--- config.mk ---
export PLATFORM = sky130hd
export DESIGN_NAME = fifo_rd_stream
export DESIGN_NICKNAME = d
export VERILOG_FILES = /design/src/rtl/fifo_rd_stream.sv
export SDC_FILE = /design/constraint.sdc
export NUM_CORES = 1
export LEC_CHECK = 0
export CAP_MARGIN = 20
export CORE_ASPECT_RATIO = 0.9
export CORE_UTILIZATION = 51
export DETAILED_ROUTE_END_ITERATION = 10
export GPL_TIMING_DRIVEN = 0
export MAX_ROUTING_LAYER = met4
export PLACE_DENSITY = 0.82
export SETUP_SLACK_MARGIN = 0.3
export SLEW_MARGIN = 15
export SYNTH_ARGS = -nofsm -noshare
export SYNTH_HDL_FRONTEND = slang
export SYNTH_SLANG_ARGS = --single-unit
--- constraint.sdc ---
create_clock -name rclk -period 2.7 [get_ports rclk]
set_input_delay 0.405 -clock rclk [delete_from_list [all_inputs] [get_ports rclk]]
set_output_delay 0.405 -clock rclk [all_outputs]
set_load 0.01 [all_outputs]
--- src/rtl/fifo_rd_stream.sv ---
// Read-side FIFO consumer: pops show-ahead FIFO words into a 2-entry skid buffer
// and presents them as a registered valid/ready stream. FIFO_RD_CNT_EN adds rd_cnt.
module fifo_rd_stream #(
  parameter int unsigned DATA_WIDTH = 8,
  parameter int unsigned CNT_WIDTH  = 16
) (
  input  logic                  rclk,
  input  logic                  rrst,
  input  logic                  empty,
  input  logic [DATA_WIDTH-1:0] fifo_rdata,
  output logic                  r_en,
  output logic [DATA_WIDTH-1:0] m_data,
  output logic                  m_valid,
  input  logic                  m_ready,
`ifdef FIFO_RD_CNT_EN
  output logic [CNT_WIDTH-1:0]  rd_cnt,
`endif
  output logic [1:0]            level
);

  typedef enum logic [1:0] {
    ST_EMPTY = 2'd0,
    ST_ONE   = 2'd1,
    ST_TWO   = 2'd2
  } state_t;

  state_t                  state_q, state_d;
  logic [DATA_WIDTH-1:0]   head_q, head_d;
  logic [DATA_WIDTH-1:0]   skid_q, skid_d;
  logic                    valid_q, valid_d;
  logic                    push, pop;

  // Pop strobe depends only on registered state and empty, never on m_ready.
  assign r_en    = !rrst && !empty && (state_q != ST_TWO);
  assign push    = r_en;
  assign pop     = valid_q && m_ready;
  assign m_data  = head_q;
  assign m_valid = valid_q;
  assign level   = state_q;

  always_comb begin
    state_d = state_q;
    head_d  = head_q;
    skid_d  = skid_q;
    case (state_q)
      ST_EMPTY: begin
        if (push) begin
          state_d = ST_ONE;
          head_d  = fifo_rdata;
        end
      end
      ST_ONE: begin
        if (push && !pop) begin
          state_d = ST_TWO;
          skid_d  = fifo_rdata;
        end else if (push && pop) begin
          head_d  = fifo_rdata;
        end else if (pop) begin
          state_d = ST_EMPTY;
        end
      end
      ST_TWO: begin
        if (pop) begin
          state_d = ST_ONE;
          head_d  = skid_q;
        end
      end
      default: state_d = ST_EMPTY;
    endcase
    valid_d = (state_d != ST_EMPTY);
  end

  always_ff @(posedge rclk) begin
    if (rrst) begin
      state_q <= ST_EMPTY;
      head_q  <= '0;
      skid_q  <= '0;
      valid_q <= 1'b0;
    end else begin
      state_q <= state_d;
      head_q  <= head_d;
      skid_q  <= skid_d;
      valid_q <= valid_d;
    end
  end

`ifdef FIFO_RD_CNT_EN
  logic [CNT_WIDTH-1:0] cnt_q;

  always_ff @(posedge rclk) begin
    if (rrst) begin
      cnt_q <= '0;
    end else if (pop) begin
      cnt_q <= cnt_q + 1'b1;
    end
  end

  assign rd_cnt = cnt_q;
`endif

endmodule

Yosys cells after proc, flatten, opt, wreduce, memory -nomap -nowiden. Index checks and enable logic that the tools add are counted.

Input bits: 12. Output and inout port bits: 12. Register bits: 19. Word-level logic and storage cells: 35.

Reductions and logical operators: 13. Multiplexer cells: 11. Eq/ne operators: 7.

Operators with widths (count): 2-to-1 mux 8 bit (4); case mux 8 bit (3 select lines) (1); 2-to-1 mux 2 bit (5); != test 2 bit, second input constant (5); case mux 2 bit (3 select lines) (1); logical AND 1 bit (5); AND reduction 5 bit (1); logical NOT 1 bit (3); nonzero test 3 bit (1); equality test 2 x 1 -> 1 bit, second input constant (1); equality test 2 bit, second input constant (1); logical NOT 2 bit (1); AND reduction 2 bit (1); nonzero test 2 bit (1).

Depth between registers and ports, before layout.
Word-level depth: 8. Gate-level depth with buffers: 5. Depth with buffers taken out: 3.

Least setup slack after synthesis. Ideal clock, no wire load.

Path type: register -> output. From: register state_q[0], in the netlist level[0]. To: output r_en. Stages on the path, launching flop included: 4. Arrival time: 1149 ps. Buffers on the path: 1. Slack: 1146 ps. Required time: 2295 ps. Cell sequence: dfxtp_1 nand2b_1 buf_2 nor3b_1.

Cells in the longest elaborated chain, start to end: 2.

Ends and longest elaborated chain: start, declared (line 27) `state_t state_q, state_d;`; start signal, assigned (line 80) `state_q <= state_d;`; != test 2 bit (line 34) `assign r_en = !rrst && !empty && (state_q != ST_TWO);`; logical AND 1 bit (line 34); end, declared (line 11) `output logic r_en,`.

Every way passes these cells.

Worst setup path in the final report.
From: input rrst. To: output r_en.

Cells in the longest elaborated chain, start to end: 3.

Ends and longest elaborated chain: start, declared (line 8) `input logic rrst,`; logical NOT 1 bit (line 34); logical AND 1 bit (2 in a row) (line 34).

Every way passes these cells.

==> implementation parameters <==
Parameter                              Value

Critical path
  Buffers and inverters on the worst path    3
  Worst r2r src    level[1]
  Most numerous cell on the critical path    sky130_fd_sc_hd__clkdlybuf4s50_1
  Setup Crit Path Kind    in -> out
  Critical Path Start Type    input port
  Origin of the worst setup path    rrst
  Type of element capturing the critical path    output port
  Maximum fanout along the worst path    10
  Slowest cell on the critical path    sky130_fd_sc_hd__clkdlybuf4s50_1
  Required time of the critical path    2.30 ns
  Endpoint arrival time on the critical path    1.92 ns
  Critical path's top delay family    buffers and inverters
  Chain of cells forming the critical path    clkdlybuf4s50_1 -> buf_2 -> nor3b_1 -> clkdlybuf4s50_1
  Largest incremental delay on the critical path    0.56 ns

Timing
  Final setup violation count    0
  RSZ-0062 raised after global routing    no
  Tmin final    2.32 ns
  Worst setup slack after layout    0.377 ns
  Period utilisation layout    86.0%
  Transition time at the pin with the least slew margin    0.471 ns
  Number of pins with negative max-slew slack in the final report    0
  Setup Skew    0.00386 ns
  Count of final hold-check violations    0
  Achievable Freq    430 MHz
  Worst relative slew slack    68.6%
  Summed negative setup slack over all endpoints    0 ns

Routing
  Via total after detailed routing    845
  Detailed-route wire length per cell    14.5 µm
  Count of TritonRoute iterations in the first routing pass    4
  Number of vias per cell    5.83
  Remaining antenna violation count after routing    0
  Iteration-0 DRC Markers    30
  Wire length reported by the detailed router    2100 µm
  DRC    0

Logic synthesis
  Yosys top cell area share    38.7%
  Synth top area cells    sky130_fd_sc_hd__dfxtp_1 39%, sky130_fd_sc_hd__a211oi_2 13%, sky130_fd_sc_hd__mux2i_1 8.2%
  Post-synthesis sequential area ratio    38.7%
  Synth Net Count    107
  Post-synth top area cell    sky130_fd_sc_hd__dfxtp_1
  Number of distinct library cell variants in the gate-level netlist after synthesis    28
  Number of warnings printed during yosys synthesis    0
  Number of synthesized flops with an enable pin    0
  Mapped cell area    982 µm²
  Number of synthesized register bits    19
  Top post-synthesis cells by count    19 x sky130_fd_sc_hd__dfxtp_1, 10 x sky130_fd_sc_hd__a211oi_2, 10 x sky130_fd_sc_hd__a21oi_1
  Post-Synthesis Cells    95
  FFs w/ async S/R, synth    0%
  Most used standard cell by instance count after synthesis    sky130_fd_sc_hd__dfxtp_1
  Post-synthesis average cell area    10.3 µm²
  Leading register cell type out of synthesis    sky130_fd_sc_hd__dfxtp_1

Clocking
  CTS Buffer Depth    2
  Clock tree from TritonCTS    done
  Inserted Clock Buffers    3
  Number of levels in the clock H-tree    1
  Register clock-pin slew on the reported worst setup and hold paths    0.11 ns
  Number of sinks handled by clock tree synthesis    19
  Insertion delay to the later sink of the worst-skew pair    0.30 ns
  Root Buffer    sky130_fd_sc_hd__clkbuf_4
  # hold bufs at CTS    0

Place
  Weighted congestion at the end of routability-driven global placement    0.799
  Hpwl dp    1460 µm
  Port Buffer Count    22
  Placement-stage worst setup slack    0.171 ns

Die
  Horizontal die dimension    48.3 µm
  Std-Cell Rows    14
  Initial cell density of the core    56.6%
  Core area    1730 µm²
  Area of the die    2110 µm²
  Die span in y    43.6 µm
  I/O pins    24

Power and ir drop
  Clock Power Share    23.0%
  Overall Power    636 µW
  Pwr Density    503 nW/µm²
  Internal power    448 µW
  Total net switching power    188 µW
  Static leakage    0.000484 µW
  Comb power frac    27.8%
  Maximum resistive drop on vdd    0.595 mV
  Sw Share    29.6%
  Sequential Power Share    49.2%

Flow run
  Max-cap violation count    0

Global routing
  First-pass GRT wire length    3330 µm
  Antenna violations before repair    0
  Number of global-route vias before repair    730
  Pin count of the biggest net entering global routing    12
  All-layer global routing usage    23.7%
  Final global-route overflow total    0

Cells and area
  Number of antenna diodes    0
  Post-layout utilization of the core    72.9%
  Nets@finish    134
  Synth-to-Final Area Change    28.8%
  Share of post-route cells with drive strength above 1    22.3%

Outcome
  Result of the run    finished, final reports clean

Worst hold path
  Start point of the worst min-delay path    empty
  Worst Hold Class    in -> reg
## through the flow
stage	area, µm²	hold WS [ns]	instances
floorplan	982	0.453	95
global placement	1230	0.462	141
detailed placement	1230	0.468	141
CTS	1260	0.451	145
global route	1260	0.459	145
finish	1260	0.452	145
## flip-flops by register name, indices dropped and copies added, names as in the netlist
register,count
m_data,8
m_valid,1
level,2
skid_q,8
## area by class of cell
class,instances,area (µm²)
multi-input cells,66,522
fillers,123,469
flip-flops and latches,19,382
repair buffers,22,220
plain buffers,10,83.8
well taps,24,30.0
clock buffers,3,22.5
clock inverters,1,5.00
## power groups by stage
| stage | clock network (µW) | logic, µW | registers [µW] |
|---|---|---|---|
| after floorplan | 0 | 100 | 325 |
| after detailed placement | 0 | 175 | 319 |
| after CTS | 150 | 177 | 313 |
| after global routing | 164 | 190 | 316 |
| after global placement | 0 | 173 | 318 |
| final | 146 | 177 | 313 |
## cells by family (layout without fill, tap and decap cells)
group,count (synthesis),in the layout,synth area share (%)
AO/OA/AOI/OAI,41,41,33.4
buffers and inverters,10,36,8.15
AND/OR/NAND/NOR,17,17,11.6
multiplexers,8,8,8.15
flip-flops,19,19,38.7
## worst min-delay path: stages
cell	delay (ns)
sky130_fd_sc_hd__buf_4	0.13
sky130_fd_sc_hd__a21o_1	0.12
sky130_fd_sc_hd__a21oi_1	0.06
## worst paths after layout
kind	to	cells past startpoint	slack (ns)
worst max-delay path	r_en	4	0.38
worst min-delay path	m_valid	3	0.45
worst max register to register	skid_q[6]	5	1.28
worst min register to register	skid_q[5]	2	0.49
## cell usage in the layout (no fill, tap or decap), drive strengths merged, types with 2 or more instances in the layout
| master | synthesis | final |
|---|---|---|
| o21ai | 8 | 8 |
| clkbuf | 2 | 6 |
| a211oi | 16 | 16 |
| clkdlybuf4s50 | 0 | 22 |
| dfxtp | 19 | 19 |
| buf | 8 | 7 |
| nand3 | 8 | 8 |
| a21o | 2 | 2 |
| mux2i | 8 | 8 |
| a21oi | 10 | 10 |
## timing repair
item | CTS | global route
resized for setup | 1 | 2
setup endpoints to repair | 1 | 1
gates cloned | 0 | 0
buffers inserted | 0 | 0
pin swaps | 0 | 0
## per-layer routing
| metal | up-vias | track usage, % | wire length [µm] |
|---|---|---|---|
| li1 | 416 | - | - |
| met1 | 402 | 31.9 | 980 |
| met2 | 25 | 34.7 | 988 |
| met3 | 2 | 6.25 | 108 |
| met4 | 0 | 6.67 | 19 |
| met5 | - | - | 0 |
Note: power is estimated with default switching activity, not from simulation.
